==> src/rtl/uart_pkg.sv <==
// Shared types and constants for the framed UART receive path.
package uart_pkg;

    localparam int DEF_BYTE_SIZE      = 8;
    localparam int DEF_FULL_DATA_SIZE = 40;

    typedef enum logic [1:0] {
        B_IDLE,
        B_START,
        B_DATA,
        B_STOP
    } byte_state_t;

    typedef enum logic [1:0] {
        F_CMD,
        F_LEN,
        F_DATA,
        F_DONE
    } frame_state_t;

    localparam logic [1:0] ERR_NONE    = 2'd0;
    localparam logic [1:0] ERR_FRAMING = 2'd1;
    localparam logic [1:0] ERR_LEN     = 2'd2;
    localparam logic [1:0] ERR_TIMEOUT = 2'd3;

    // Payload bytes that fit in a frame word after CMD and LEN.
    function automatic int max_pay(input int full_size, input int byte_size);
        return full_size / byte_size - 2;
    endfunction

endpackage

==> src/rtl/uart_byte_rx.sv <==
// 8N1 character receiver: start detect, mid-bit sampling, LSB-first shift, stop check.
// byte_valid / frame_err are single-cycle strobes in the stop-sample cycle.
// idle is high only while waiting for a start and no start is being detected.
module uart_byte_rx
    import uart_pkg::*;
#(
    parameter int BYTE_SIZE    = DEF_BYTE_SIZE,
    parameter int CLKS_PER_BIT = 1
) (
    input  logic                 CLK,
    input  logic                 RST,
    input  logic                 in_bit,
    output logic [BYTE_SIZE-1:0] data_byte,
    output logic                 byte_valid,
    output logic                 frame_err,
    output logic                 idle
);

    localparam int CNT_W = (CLKS_PER_BIT > 1) ? $clog2(CLKS_PER_BIT) : 1;
    localparam int BIT_W = (BYTE_SIZE > 1) ? $clog2(BYTE_SIZE) : 1;
    localparam logic [CNT_W-1:0] CNT_HALF = CNT_W'(CLKS_PER_BIT / 2);
    localparam logic [CNT_W-1:0] CNT_LAST = CNT_W'(CLKS_PER_BIT - 1);
    localparam logic [BIT_W-1:0] BIT_LAST = BIT_W'(BYTE_SIZE - 1);

    byte_state_t          state, state_next;
    logic [CNT_W-1:0]     cnt, cnt_next;
    logic [BIT_W-1:0]     bit_cnt, bit_cnt_next;
    logic [BYTE_SIZE-1:0] shreg, shreg_next;
    logic                 line_high;
    logic                 detect;

    // A start needs a 1->0 edge, so a held-low line (break) cannot retrigger.
    assign detect    = (state == B_IDLE) && line_high && !in_bit;
    assign idle      = (state == B_IDLE) && !detect;
    assign data_byte = shreg;

    // Control state register; line_high remembers the previous line level.
    always_ff @(posedge CLK) begin
        if (RST) begin
            state     <= B_IDLE;
            cnt       <= '0;
            bit_cnt   <= '0;
            line_high <= 1'b0;
        end else begin
            state     <= state_next;
            cnt       <= cnt_next;
            bit_cnt   <= bit_cnt_next;
            line_high <= in_bit;
        end
    end

    // Data shift register, no reset needed.
    always_ff @(posedge CLK) begin
        shreg <= shreg_next;
    end

    // Bit timing, sampling and start/stop decisions.
    always_comb begin
        state_next   = state;
        cnt_next     = cnt;
        bit_cnt_next = bit_cnt;
        shreg_next   = shreg;
        byte_valid   = 1'b0;
        frame_err    = 1'b0;
        case (state)
            B_IDLE: begin
                if (detect) begin
                    bit_cnt_next = '0;
                    // The detect cycle is cycle 0 of the start bit.
                    if (CLKS_PER_BIT == 1) begin
                        state_next = B_DATA;
                        cnt_next   = '0;
                    end else begin
                        state_next = B_START;
                        cnt_next   = CNT_W'(1);
                    end
                end
            end
            B_START: begin
                if (cnt == CNT_HALF && in_bit) begin
                    state_next = B_IDLE;
                    cnt_next   = '0;
                end else if (cnt == CNT_LAST) begin
                    state_next = B_DATA;
                    cnt_next   = '0;
                end else begin
                    cnt_next = cnt + CNT_W'(1);
                end
            end
            B_DATA: begin
                if (cnt == CNT_HALF) begin
                    shreg_next = {in_bit, shreg[BYTE_SIZE-1:1]};
                end
                if (cnt == CNT_LAST) begin
                    cnt_next = '0;
                    if (bit_cnt == BIT_LAST) begin
                        state_next = B_STOP;
                    end else begin
                        bit_cnt_next = bit_cnt + BIT_W'(1);
                    end
                end else begin
                    cnt_next = cnt + CNT_W'(1);
                end
            end
            B_STOP: begin
                // Leave at the stop sample so a following start is caught immediately.
                if (cnt == CNT_HALF) begin
                    if (in_bit) begin
                        byte_valid = 1'b1;
                    end else begin
                        frame_err = 1'b1;
                    end
                    state_next = B_IDLE;
                    cnt_next   = '0;
                end else begin
                    cnt_next = cnt + CNT_W'(1);
                end
            end
            default: begin
                state_next = B_IDLE;
                cnt_next   = '0;
            end
        endcase
    end

endmodule

==> src/rtl/uart_frame_rx.sv <==
// Frame assembler: CMD, LEN, then LEN payload bytes into one wide word.
// Emits a one-cycle out_valid with the frame, or a one-cycle out_err with a cause code.
module uart_frame_rx
    import uart_pkg::*;
#(
    parameter int FULL_DATA_SIZE = DEF_FULL_DATA_SIZE,
    parameter int BYTE_SIZE      = DEF_BYTE_SIZE,
    parameter int CLKS_PER_BIT   = 1,
    parameter int TIMEOUT_CLKS   = 64
) (
    input  logic                      CLK,
    input  logic                      RST,
    input  logic                      in_bit,
    output logic [FULL_DATA_SIZE-1:0] out_data,
    output logic                      out_valid,
    output logic                      out_err,
    output logic [1:0]                err_code
);

    localparam int MAX_PAY = max_pay(FULL_DATA_SIZE, BYTE_SIZE);
    localparam int PIDX_W  = (MAX_PAY > 1) ? $clog2(MAX_PAY) : 1;
    localparam int TCNT_W  = $clog2(TIMEOUT_CLKS + 2);
    localparam logic [TCNT_W-1:0]    TCNT_LIMIT = TCNT_W'(TIMEOUT_CLKS);
    localparam logic [BYTE_SIZE-1:0] LEN_MAX    = BYTE_SIZE'(MAX_PAY);

    logic [BYTE_SIZE-1:0]      rx_byte;
    logic                      rx_valid;
    logic                      rx_ferr;
    logic                      rx_idle;

    frame_state_t              fstate, f_next;
    logic [FULL_DATA_SIZE-1:0] shadow, shadow_next;
    logic [FULL_DATA_SIZE-1:0] data_next;
    logic [BYTE_SIZE-1:0]      rem, rem_next;
    logic [PIDX_W-1:0]         pidx, pidx_next;
    logic [TCNT_W-1:0]         tcnt;
    logic                      valid_next;
    logic                      err_next;
    logic [1:0]                code_next;
    logic                      abort;
    logic [1:0]                abort_code;
    logic                      in_frame;
    logic                      timeout;

    uart_byte_rx #(
        .BYTE_SIZE    (BYTE_SIZE),
        .CLKS_PER_BIT (CLKS_PER_BIT)
    ) u_byte_rx (
        .CLK        (CLK),
        .RST        (RST),
        .in_bit     (in_bit),
        .data_byte  (rx_byte),
        .byte_valid (rx_valid),
        .frame_err  (rx_ferr),
        .idle       (rx_idle)
    );

    // Only the gap between bytes of a started frame is timed.
    assign in_frame = (fstate == F_LEN) || (fstate == F_DATA);
    assign timeout  = in_frame && rx_idle && (tcnt == TCNT_LIMIT);

    // Frame control registers and outputs.
    always_ff @(posedge CLK) begin
        if (RST) begin
            fstate    <= F_CMD;
            rem       <= '0;
            pidx      <= '0;
            out_data  <= '0;
            out_valid <= 1'b0;
            out_err   <= 1'b0;
            err_code  <= ERR_NONE;
        end else begin
            fstate    <= f_next;
            rem       <= rem_next;
            pidx      <= pidx_next;
            out_data  <= data_next;
            out_valid <= valid_next;
            out_err   <= err_next;
            err_code  <= code_next;
        end
    end

    // Shadow frame being assembled, no reset needed.
    always_ff @(posedge CLK) begin
        shadow <= shadow_next;
    end

    // Inter-byte idle counter; any start or leaving the frame body clears it.
    always_ff @(posedge CLK) begin
        if (RST) begin
            tcnt <= '0;
        end else if (in_frame && rx_idle) begin
            tcnt <= tcnt + TCNT_W'(1);
        end else begin
            tcnt <= '0;
        end
    end

    // Frame next-state, byte placement and abort handling.
    always_comb begin
        f_next      = fstate;
        shadow_next = shadow;
        rem_next    = rem;
        pidx_next   = pidx;
        data_next   = out_data;
        valid_next  = 1'b0;
        err_next    = 1'b0;
        code_next   = err_code;
        abort       = 1'b0;
        abort_code  = ERR_NONE;
        case (fstate)
            F_CMD: begin
                if (rx_ferr) begin
                    abort      = 1'b1;
                    abort_code = ERR_FRAMING;
                end else if (rx_valid) begin
                    shadow_next = '0;
                    shadow_next[FULL_DATA_SIZE-1 -: BYTE_SIZE] = rx_byte;
                    f_next = F_LEN;
                end
            end
            F_LEN: begin
                if (rx_ferr) begin
                    abort      = 1'b1;
                    abort_code = ERR_FRAMING;
                end else if (rx_valid) begin
                    shadow_next[FULL_DATA_SIZE-BYTE_SIZE-1 -: BYTE_SIZE] = rx_byte;
                    if (rx_byte > LEN_MAX) begin
                        abort      = 1'b1;
                        abort_code = ERR_LEN;
                    end else if (rx_byte == '0) begin
                        f_next = F_DONE;
                    end else begin
                        rem_next  = rx_byte;
                        pidx_next = '0;
                        f_next    = F_DATA;
                    end
                end else if (timeout) begin
                    abort      = 1'b1;
                    abort_code = ERR_TIMEOUT;
                end
            end
            F_DATA: begin
                if (rx_ferr) begin
                    abort      = 1'b1;
                    abort_code = ERR_FRAMING;
                end else if (rx_valid) begin
                    shadow_next[BYTE_SIZE*int'(pidx) +: BYTE_SIZE] = rx_byte;
                    pidx_next = pidx + PIDX_W'(1);
                    rem_next  = rem - BYTE_SIZE'(1);
                    if (rem == BYTE_SIZE'(1)) begin
                        f_next = F_DONE;
                    end
                end else if (timeout) begin
                    abort      = 1'b1;
                    abort_code = ERR_TIMEOUT;
                end
            end
            F_DONE: begin
                data_next  = shadow;
                valid_next = 1'b1;
                f_next     = F_CMD;
            end
            default: begin
                f_next = F_CMD;
            end
        endcase
        if (abort) begin
            f_next      = F_CMD;
            shadow_next = '0;
            err_next    = 1'b1;
            code_next   = abort_code;
        end
    end

endmodule

==> config.mk <==
export PLATFORM = sky130hd
export DESIGN_NAME = uart_frame_rx
export DESIGN_NICKNAME = d
export VERILOG_FILES = /design/src/rtl/uart_pkg.sv /design/src/rtl/uart_byte_rx.sv /design/src/rtl/uart_frame_rx.sv
export SDC_FILE = /design/constraint.sdc
export NUM_CORES = 1
export LEC_CHECK = 0
export BUFFER_PORTS_ARGS = -buffer_cell sky130_fd_sc_hd__buf_4
export CAP_MARGIN = 25
export CORE_AREA = 2 2 98 137
export CTS_CLUSTER_SIZE = 12
export DETAILED_ROUTE_END_ITERATION = 8
export DIE_AREA = 0 0 100 139
export PLACE_DENSITY = 0.64
export SYNTH_ARGS = -nofsm -noshare
export SYNTH_HDL_FRONTEND = slang
export SYNTH_SLANG_ARGS = --single-unit
==> constraint.sdc <==
create_clock -name CLK -period 2.5 [get_ports CLK]
set_clock_uncertainty 0.15 [all_clocks]
set_input_delay 0.5 -clock CLK [delete_from_list [all_inputs] [get_ports CLK]]
set_output_delay 0.5 -clock CLK [all_outputs]
set_load 0.1 [all_outputs]
==> results.json <==
{
  "status": "finished clean",
  "die_w_um": 100,
  "power_leakage_nw": 2.38,
  "slew_headroom_pct": 57.9,
  "final.min_clock_period_ns": 2.33,
  "ys_async_sr_fraction_pct": 0,
  "powerDensity_nw_per_um2": 698,
  "gp_congestion": 0.879,
  "coreArea_um2": 12800,
  "track_usage_pct": 17.9,
  "reg2reg_from": "fstate[1]",
  "p_total_w": 0.00433,
  "worstPathRequired_ns": 2.63,
  "cts_sinks": 117,
  "fin_tns_setup_ns": 0,
  "insertion_delay_ns": 0.41,
  "syn_area_um2": 4970,
  "start_util_pct": 39.0,
  "post_drt_wl_per_cell_um": 15.4,
  "synth_cells": 546,
  "tritoncts": "built",
  "dr.first_iter.drc_count": 255,
  "layout.cells.non_filler": 775,
  "die_h_um": 139,
  "setup_violations": 0,
  "ant_nets": 0,
  "syn_to_final_growth_pct": 24.8,
  "fin_crit_sh_pct": 93.4,
  "synth_edf_count": 8,
  "worst_ir_drop_vdd_mv": 0.449,
  "yosys_warnings": 0,
  "routed-via-count": 4090,
  "first_pass_iters": 4,
  "layout-drive-gt1-share_pct": 18.2,
  "syn_nets": 564,
  "synth_seq_cells": 117,
  "timing.final.hold_violations": 0,
  "startpoint_type": "flop",
  "ys_seq_area_share_pct": 48.7,
  "grt_pass1_vias": 4025,
  "grt_overflow": 0,
  "grt_max_degree": 43,
  "die_area_um2": 13900,
  "maxCapViolations": 0,
  "io_buffers": 46,
  "via_per_inst": 5.28,
  "finalWirelength_um": 11900,
  "dp.cells": 741,
  "yosysUniqueCellTypes": 52,
  "cts_max_level": 4,
  "rsz0062_at_grt": "false",
  "rows": 49,
  "mostFrequentLayoutCell": "dfxtp_1",
  "antenna_found_initial": 0,
  "synth_ff_type": "dfxtp_1",
  "cp.arrival_ns": 2.46,
  "ios": 47,
  "slew_viol_final": 0,
  "fin_nets": 627,
  "worstSetupStartpoint": "fstate[1]",
  "max_freq_mhz": 428,
  "clockBufferDepth": 2,
  "grt_pass1_wl_um": 19600,
  "clockRootBuffer": "clkbuf_16",
  "critPathCaptureType": "flop",
  "cp_max_fo": 5,
  "n_antenna_cell": 0,
  "hp-start": "in_bit",
  "avgSynthCellArea_um2": 9.10,
  "worst-setup-path-type": "flop to flop",
  "clkSlewWorstSetupHoldPaths_ns": 0.05,
  "cts-buffers-inserted": 17,
  "hpwl_um": 8330,
  "tightestPinTransition_ns": 0.627,
  "drc": 0,
  "final_cell_mix": "dfxtp_1, nor2_1, buf_4, a21oi_1, mux2i_1",
  "hold_path.class": "input port to flop"
}
==> cell usage after synthesis (all sizes together), types with 2 or more instances <==
master | instances | area [um2]
dfxtp | 109 | 2180
nor2 | 92 | 348
a21oi | 56 | 280
mux2i | 45 | 450
nand2 | 22 | 82.6
nand3 | 22 | 110
inv | 21 | 78.8
clkbuf | 19 | 71.3
nor3 | 17 | 85.1
ha | 15 | 188
nor2b | 14 | 87.6
nand2b | 12 | 75.1
buf | 10 | 53.8
and3 | 9 | 56.3
o21ai | 9 | 45.0
o22ai | 9 | 56.3
a22oi | 8 | 60.1
edfxtp | 8 | 240
a31oi | 4 | 25.0
nand4 | 3 | 18.8
nor4bb | 3 | 30.0
o211ai | 3 | 22.5
o21a | 3 | 22.5
or3 | 3 | 18.8
xnor2 | 3 | 26.3
a211oi | 2 | 15.0
nand3b | 2 | 15.0
nor4 | 2 | 27.5
nor4b | 2 | 17.5
or2 | 2 | 12.5
xor2 | 2 | 17.5
==> critical path, cell delays in order (launching register included) <==
cell and delay [ns]:
dfxtp_1 0.41, inv_1 0.12, ha_1 0.31, nor3b_2 0.23, nand4_1 0.20, a311oi_4 0.37, buf_4 0.19, mux2i_1 0.17
nor2_1 0.05
==> final cells by class <==
| type | instances | area (um2) |
|---|---|---|
| clock buffers | 23 | 488 |
| clock inverters | 9 | 100 |
| fillers | 1196 | 6550 |
| inverters | 21 | 78.8 |
| multi-input cells | 379 | 2360 |
| flip-flops and latches | 117 | 2420 |
| well taps | 153 | 191 |
| repair buffers | 73 | 561 |
==> stage by stage <==
step	utilization, %	setup WS, ns	hold WS [ns]	area (um2)
finish	48.6	0.166	0.205	6200
global route	48.6	0.0183	0.195	6200
CTS	48.5	0.0841	0.192	6180
detailed placement	43.8	-0.00209	0.298	5580
global placement	43.8	0.166	0.288	5580
floorplan	-	0.236	0.276	4970
==> state kept, by name, indices dropped and copies added (netlist names) <==
register	flops
rem	8
out_err	1
u_byte_rx.data_byte	8
tcnt	7
u_byte_rx.line_high	1
pidx	2
shadow	40
u_byte_rx.state	2
fstate	2
u_byte_rx.bit_cnt	3
err_code	2
out_data	40
out_valid	1
==> routing by layer <==
metal	routed length, um	share of wire (%)	vias up	global-route usage (%)
met4	511	4.3	0	11.5
met5	0	0	-	0
met3	592	5.0	34	3.88
met1	5020	42	1885	20.4
met2	5820	49	124	29.9
li1	-	-	2047	-
==> power breakdown <==
part,internal [W],switching [W]
combinational,0.0000179,0.0000426
clock,0.00156,0.000807
sequential,0.00190,0.00000743
total,0.00347,0.000857
==> timing repair <==
item / 4_1_cts / 5_1_grt
cloned: 0 / 0
hold buffers: 0 / 0
setup endpoints to repair: 42 / 12
pin swaps: 1 / 3
resized for setup: 1 / 3
buffers inserted: 1 / 1
==> cells by family after synthesis <==
kind of cell,after synthesis,share of synthesized area [%]
fa+ha+maj,15,3.78
xor+xnor,5,0.881
flops,117,48.7
compound gates,104,12.7
simple gates,210,20.7
mux,45,9.06
buf+inv,50,4.10
==> final timing paths <==
kind                                 end  slack (ns)  cells after the start
setup / recovery             err_code[0]        0.17                      8
hold / removal    u_byte_rx.data_byte[7]        0.20                      1
setup reg to reg             err_code[0]        0.17                      8
hold reg to reg               shadow[16]        0.30                      2
No activity file was read; power rests on OpenSTA's default activity.
